===== config.mk =====
export PLATFORM = sky130hd
export DESIGN_NAME = prng_stream_gen_flat
export DESIGN_NICKNAME = d
export VERILOG_FILES = /design/src/rtl/prng_stream_gen_pkg.sv /design/src/rtl/prng_stream_gen_if.sv /design/src/rtl/prng_stream_gen_prescaler.sv /design/src/rtl/prng_stream_gen.sv /design/src/flat_wrapper.sv
export SDC_FILE = /design/constraint.sdc
export NUM_CORES = 1
export LEC_CHECK = 0
export ABC_CLOCK_PERIOD_IN_PS = 8700
export CAP_MARGIN = 20
export CORE_MARGIN = 1.5
export CORE_UTILIZATION = 50
export DETAILED_ROUTE_END_ITERATION = 10
export HOLD_SLACK_MARGIN = 0.05
export PLACE_DENSITY = 0.69
export SLEW_MARGIN = 0
export SYNTH_ARGS = -nofsm -noshare
export SYNTH_HDL_FRONTEND = slang
export SYNTH_SLANG_ARGS = --single-unit

===== constraint.sdc =====
create_clock -name clk -period 8.7 [get_ports clk]
set_input_delay 0.87 -clock clk [delete_from_list [all_inputs] [get_ports clk]]
set_output_delay 0.87 -clock clk [all_outputs]
set_load 0.005 [all_outputs]

===== src/rtl/prng_stream_gen_pkg.sv =====
// Shared types and default constants for the PRNG stream generator.
// Width-dependent defaults are resized at the point of use.
package prng_pkg;

   typedef enum logic {PRNG_LCG = 1'b0, PRNG_LFSR = 1'b1} prng_mode_e;

   localparam int              PRNG_WIDTH = 12;
   localparam int              PRNG_MULT  = 232;
   localparam int              PRNG_INC   = 1;
   localparam logic [11:0]     PRNG_TAPS  = 12'hE08;
   localparam logic [11:0]     PRNG_SEED  = 12'd1;

endpackage


===== src/rtl/prng_stream_gen_if.sv =====
// Output stream of the PRNG: one-entry valid/ready buffer plus sticky overrun flag.
interface prng_stream_if
   import prng_pkg::*;
#(
   parameter int WIDTH = PRNG_WIDTH
);
   logic [WIDTH-1:0] out_data;
   logic             out_valid;
   logic             out_ready;
   logic             overrun;

   modport master (output out_data, output out_valid, output overrun, input out_ready);
   modport slave  (input out_data, input out_valid, input overrun, output out_ready);
endinterface


===== src/rtl/prng_stream_gen_prescaler.sv =====
// Tick prescaler: one tick every DIV_MAX enabled cycles; clr restarts the period.
module prng_prescaler #(
   parameter int DIV_MAX = 2**27
) (
   input  logic clk,
   input  logic rst_n,
   input  logic en,
   input  logic clr,
   output logic tick
);
   localparam int CW = $clog2(DIV_MAX + 1);

   logic [CW-1:0] count_q, count_d;
   logic          terminal;

   assign terminal = (count_q == CW'(DIV_MAX - 1));
   assign tick     = en & terminal;

   always_comb begin
      count_d = count_q;
      if (clr)           count_d = '0;
      else if (en)       count_d = terminal ? '0 : count_q + CW'(1);
   end

   always_ff @(posedge clk or negedge rst_n) begin
      if (!rst_n) count_q <= '0;
      else        count_q <= count_d;
   end
endmodule


===== src/rtl/prng_stream_gen.sv =====
// Prescaled LCG / Galois-LFSR generator with seed reload and a one-entry
// valid/ready output buffer that flags (rather than hides) dropped ticks.
module prng_stream_gen
   import prng_pkg::*;
#(
   parameter int               WIDTH   = PRNG_WIDTH,
   parameter int               DIV_MAX = 2**27,
   parameter int               MULT    = PRNG_MULT,
   parameter int               INC     = PRNG_INC,
   parameter logic [WIDTH-1:0] TAPS    = WIDTH'(PRNG_TAPS),
   parameter logic [WIDTH-1:0] SEED    = WIDTH'(PRNG_SEED)
) (
   input  logic             clk,
   input  logic             rst_n,
   input  logic             en,
   input  logic             mode,
   input  logic             seed_load,
   input  logic [WIDTH-1:0] seed_val,
   prng_stream_if.master    strm
);
   // Only the low WIDTH bits of the multiplier/increment affect a mod 2**WIDTH result.
   localparam logic [WIDTH-1:0] MULT_W = WIDTH'(MULT);
   localparam logic [WIDTH-1:0] INC_W  = WIDTH'(INC);

   prng_mode_e       mode_e;
   logic             tick, accept;
   logic [WIDTH-1:0] nxt;
   logic [WIDTH-1:0] state_q, state_d;
   logic [WIDTH-1:0] data_q, data_d;
   logic             valid_q, valid_d;
   logic             ovr_q, ovr_d;

   assign mode_e = prng_mode_e'(mode);

   prng_prescaler #(.DIV_MAX(DIV_MAX)) u_presc (
      .clk   (clk),
      .rst_n (rst_n),
      .en    (en),
      .clr   (seed_load),
      .tick  (tick)
   );

   always_comb begin
      nxt = MULT_W * state_q + INC_W;
      if (mode_e == PRNG_LFSR) begin
         // An all-zero state would lock the LFSR, so restart from SEED instead.
         if (state_q == '0)   nxt = SEED;
         else if (state_q[0]) nxt = (state_q >> 1) ^ TAPS;
         else                 nxt = state_q >> 1;
      end
   end

   assign accept = tick & (~valid_q | strm.out_ready);

   always_comb begin
      state_d = state_q;
      data_d  = data_q;
      valid_d = valid_q;
      ovr_d   = ovr_q;
      if (seed_load) begin
         state_d = (mode_e == PRNG_LFSR && seed_val == '0) ? SEED : seed_val;
         valid_d = 1'b0;
         ovr_d   = 1'b0;
      end else if (accept) begin
         state_d = nxt;
         data_d  = nxt;
         valid_d = 1'b1;
      end else if (tick) begin
         ovr_d   = 1'b1;
      end else if (valid_q && strm.out_ready) begin
         valid_d = 1'b0;
      end
   end

   always_ff @(posedge clk or negedge rst_n) begin
      if (!rst_n) begin
         state_q <= SEED;
         data_q  <= '0;
         valid_q <= 1'b0;
         ovr_q   <= 1'b0;
      end else begin
         state_q <= state_d;
         data_q  <= data_d;
         valid_q <= valid_d;
         ovr_q   <= ovr_d;
      end
   end

   assign strm.out_data  = data_q;
   assign strm.out_valid = valid_q;
   assign strm.overrun   = ovr_q;
endmodule

===== src/flat_wrapper.sv =====
// flat-port wrapper written by rule: the top's interface ports become plain ports
module prng_stream_gen_flat import prng_pkg::*;
#(
   parameter int               WIDTH   = PRNG_WIDTH,
   parameter int               DIV_MAX = 2**27,
   parameter int               MULT    = PRNG_MULT,
   parameter int               INC     = PRNG_INC,
   parameter logic [WIDTH-1:0] TAPS    = WIDTH'(PRNG_TAPS),
   parameter logic [WIDTH-1:0] SEED    = WIDTH'(PRNG_SEED)
)
  (clk, rst_n, en, mode, seed_load, seed_val, strm_out_data, strm_out_valid, strm_overrun, strm_out_ready);
  prng_stream_if #(.WIDTH(WIDTH)) strm_i ();
  input  logic clk;
  input  logic rst_n;
  input  logic en;
  input  logic mode;
  input  logic seed_load;
  input  logic [WIDTH-1:0] seed_val;
  output wire logic [$bits(strm_i.out_data)-1:0] strm_out_data;
  output wire logic [$bits(strm_i.out_valid)-1:0] strm_out_valid;
  output wire logic [$bits(strm_i.overrun)-1:0] strm_overrun;
  input wire logic [$bits(strm_i.out_ready)-1:0] strm_out_ready;
  assign strm_out_data = strm_i.out_data;
  assign strm_out_valid = strm_i.out_valid;
  assign strm_overrun = strm_i.overrun;
  assign strm_i.out_ready = strm_out_ready;
  prng_stream_gen #(.WIDTH(WIDTH), .DIV_MAX(DIV_MAX), .MULT(MULT), .INC(INC), .TAPS(TAPS), .SEED(SEED)) u_core (.clk(clk), .rst_n(rst_n), .en(en), .mode(mode), .seed_load(seed_load), .seed_val(seed_val), .strm(strm_i));
endmodule

==> impl_metrics.yaml <==
clock_network:
  cts_root_buffer: "clkbuf_8"
  htree_levels: 2
  ctsHoldBuffers: 0
  post_cts_buffers: 0
  clock_sinks: 54
  clk_pin_slew_ns: 0.09
  clk-insertion-delay-late_ns: 0.31
  numCtsBuffers: 5
  cts_tree: "yes"
  cts_resized: 0
  clockBufferDepth: 2
worst_setup_path:
  crit_cells: 12
  slowest_stage: "fa_1"
  reg2reg_from: "u_core.state_q[4]"
  rr_worst_depth: 12
  regToRegSetupSlack_ns: 5.12
  cp-start-kind: "register"
  path_cells: "inv_1 > fa_1 > inv_1 > ha_1 > inv_1 > fa_1 > inv_1 > ha_1 > or2_2 > and4b_1 > or4_1 > a22o_1"
  path_max_fanout: 5
  critPathMostFrequentCell: "inv_1"
  cp.buffers_inverters: 4
  cp_data_required_time_ns: 8.91
  worstReg2RegEnd: "u_core.state_q[11]"
  path_class: "reg2reg"
  setup.worst_path.end_class: "register"
  startpoint: "u_core.state_q[4]"
  crit_path_max_incr_delay_ns: 0.52
  crit_end: "u_core.state_q[11]"
  path_delay_family: "adder cells"
  worst_ep_arrival_time_ns: 3.79
power:
  peakVddDrop_mv: 0.0817
  finalPower_mw: 0.567
  p_leak_nw: 1.87
  powerDensity_nw_per_um2: 145
die:
  dieArea_um2: 7480
  die_h_um: 86.5
  die_w_um: 86.5
  initial_core_util_pct: 51.6
  coreArea_um2: 6760
  num_rows: 30
  pin_count: 32
sta:
  period_share_pct: 41.2
  fin_crit_ns: 3.58
  timing.fmax_ghz: 0.279
  final.setup_skew_ns: 0.00456
  slew_viol_final: 0
  worst_slew_pin_slew_ns: 0.991
  holdWs_ns: 0.495
  maxSlewHeadroom_pct: 33.6
  setup_tns_ns: 0
  rsz0062_at_grt: "false"
  hold_viol_final: 0
  finalSetupViolCount: 0
layout:
  final_cell_mix: "dfrtp_1, nor2_1, clkdlybuf4s50_1"
  nets: 422
  final_area_um2: 3920
  syn_to_final_growth_pct: 12.5
  num_antenna_cells: 0
  final_common_cell: "dfrtp_1"
  drive_gt1_share_pct: 8.18
  final_cells: 459
route:
  drc: 0
  avgRoutedWirePerCell_um: 15.0
  postRouteAntennaNets: 0
  viasPerCell: 5.52
  drt-pass1-iter-count: 4
  finalWirelength_mm: 6.88
  num_vias: 2533
  drtIter0Drc: 79
global_route:
  antenna_found_initial: 0
  grt_start_max_net_pins: 55
  track_usage_pct: 19.9
  grt_pass1_wl_mm: 11.7
  grt_pass1_vias: 2460
  overflow: 0
synth:
  async_reset_ff_share_pct: 100
  yosys.cell_types.count: 57
  yosys.area.top_type: "dfrtp_1"
  synth_top_cell_area_share_pct: 38.0
  synth_edf_count: 0
  synth_simple_gate_area_share_pct: 22.6
  ys_ff_latch: 54
  ys_top_cells_by_area: "dfrtp_1, ha_1, xor2_1"
  syn_nets: 397
  synth_top_family_by_area: "simple AND/OR/NAND/NOR gates"
  synthCells: 354
  synth_area_um2: 3490
  muxShareOfSynthArea_pct: 6.78
  synth_fa_ha_area_share_pct: 10.7
  synth_xor_area_share_pct: 7.93
  yosys_warnings: 0
  syn_avg_cell_area_um2: 9.85
  synth_compound_area_share_pct: 8.29
  ys_dominant_reg_cell: "dfrtp_1"
  ys_seq_area_share_pct: 38.8
placed_design:
  routabilityCongestion: 0.921
  portBuffers: 31
  placed_area_um2: 3840
  hpwl_mm: 5.10
  numPlacedInstances: 452
outcome:
  outcome: "completed"
min_path:
  hp-start: "u_core.strm.out_data[9]"
  hold_class: "reg2reg"
flow_run:
  cap_violations: 0
routing by layer:
layer | vias up | GRT usage [%] | routed length, µm
li1 | 1274 | - | -
met1 | 1241 | 25.5 | 3140
met2 | 11 | 34.8 | 3560
met3 | 7 | 3.14 | 94
met4 | 0 | 5.43 | 76
met5 | - | 0 | 0
where the power goes:
part | switching [mW] | total, mW | internal, mW
Combinational | 0.0887 | 0.166 | 0.0773
Sequential | 0.00858 | 0.266 | 0.257
Clock | 0.0801 | 0.136 | 0.0554
Total | 0.177 | 0.567 | 0.390
Yosys cell counts (3+ instances only):
| cell | count |
|---|---|
| dfrtp_1 | 53 |
| nor2_1 | 41 |
| inv_1 | 28 |
| nand2_1 | 22 |
| xor2_1 | 22 |
| ha_1 | 17 |
| o21ai_0 | 17 |
| nand3_1 | 15 |
| nand4_1 | 13 |
| clkbuf_1 | 12 |
| mux2i_1 | 9 |
| fa_1 | 8 |
| mux2_2 | 7 |
| xnor2_1 | 7 |
| mux2_1 | 6 |
| a21oi_1 | 5 |
| and2_1 | 5 |
| a211oi_1 | 4 |
| and3_1 | 4 |
| nor2b_1 | 4 |
| nand2b_1 | 3 |
| nor3b_1 | 3 |
| or3b_2 | 3 |
| or4_1 | 3 |
state kept, by name, summed over array words and instances (netlist names):
| register | cells |
|---|---|
| u_core.u_presc.count_q | 28 |
| u_core.state_q | 12 |
| u_core.strm.out_data | 12 |
| u_core.strm.out_valid | 1 |
| u_core.strm.overrun | 1 |
worst reg2reg max path: stages (launching register included):
cell,delay (ns)
dfrtp_1,0.44
inv_1,0.13
fa_1,0.52
inv_1,0.04
ha_1,0.27
inv_1,0.05
fa_1,0.51
inv_1,0.04
ha_1,0.30
or2_2,0.29
and4b_1,0.21
or4_1,0.48
a22o_1,0.20
per-stage QoR:
stage / setup slack [ns] / utilization, %
global placement: 5.20 / 56.9
detailed placement: 5.12 / 56.9
finish: 5.12 / 58.1
floorplan: 5.30 / -
CTS: 5.11 / 58.1
global route: 4.84 / 58.1
worst min path at each step:
stage                                         end  slack, ns  cells past startpoint
after floorplan           u_core.strm.out_data[3]       0.48                      1
after global placement    u_core.strm.out_data[9]       0.47                      1
after detailed placement  u_core.strm.out_data[9]       0.48                      1
after CTS                 u_core.strm.out_data[9]       0.50                      1
after global routing      u_core.strm.out_data[7]       0.51                      1
final                     u_core.strm.out_data[9]       0.50                      1
final cells by class:
| cell class | count | area [µm²] |
|---|---|---|
| Fill cell | 588 | 2830 |
| Multi-Input combinational cell | 257 | 1960 |
| Sequential cell | 54 | 1350 |
| Timing Repair Buffer | 33 | 320 |
| Inverter | 28 | 105 |
| Tap cell | 80 | 100 |
| Clock buffer | 6 | 72.6 |
| Clock inverter | 1 | 7.51 |
logic make-up after synthesis:
kind of cell / Yosys count
DFF: 54
buffers and inverters: 43
xor gates and xnor gates: 30
AOI/OAI and AO/OA: 42
and+or+nand+nor: 138
adders and majority gates: 25
muxes: 22
(Power assumes the default switching activity.)
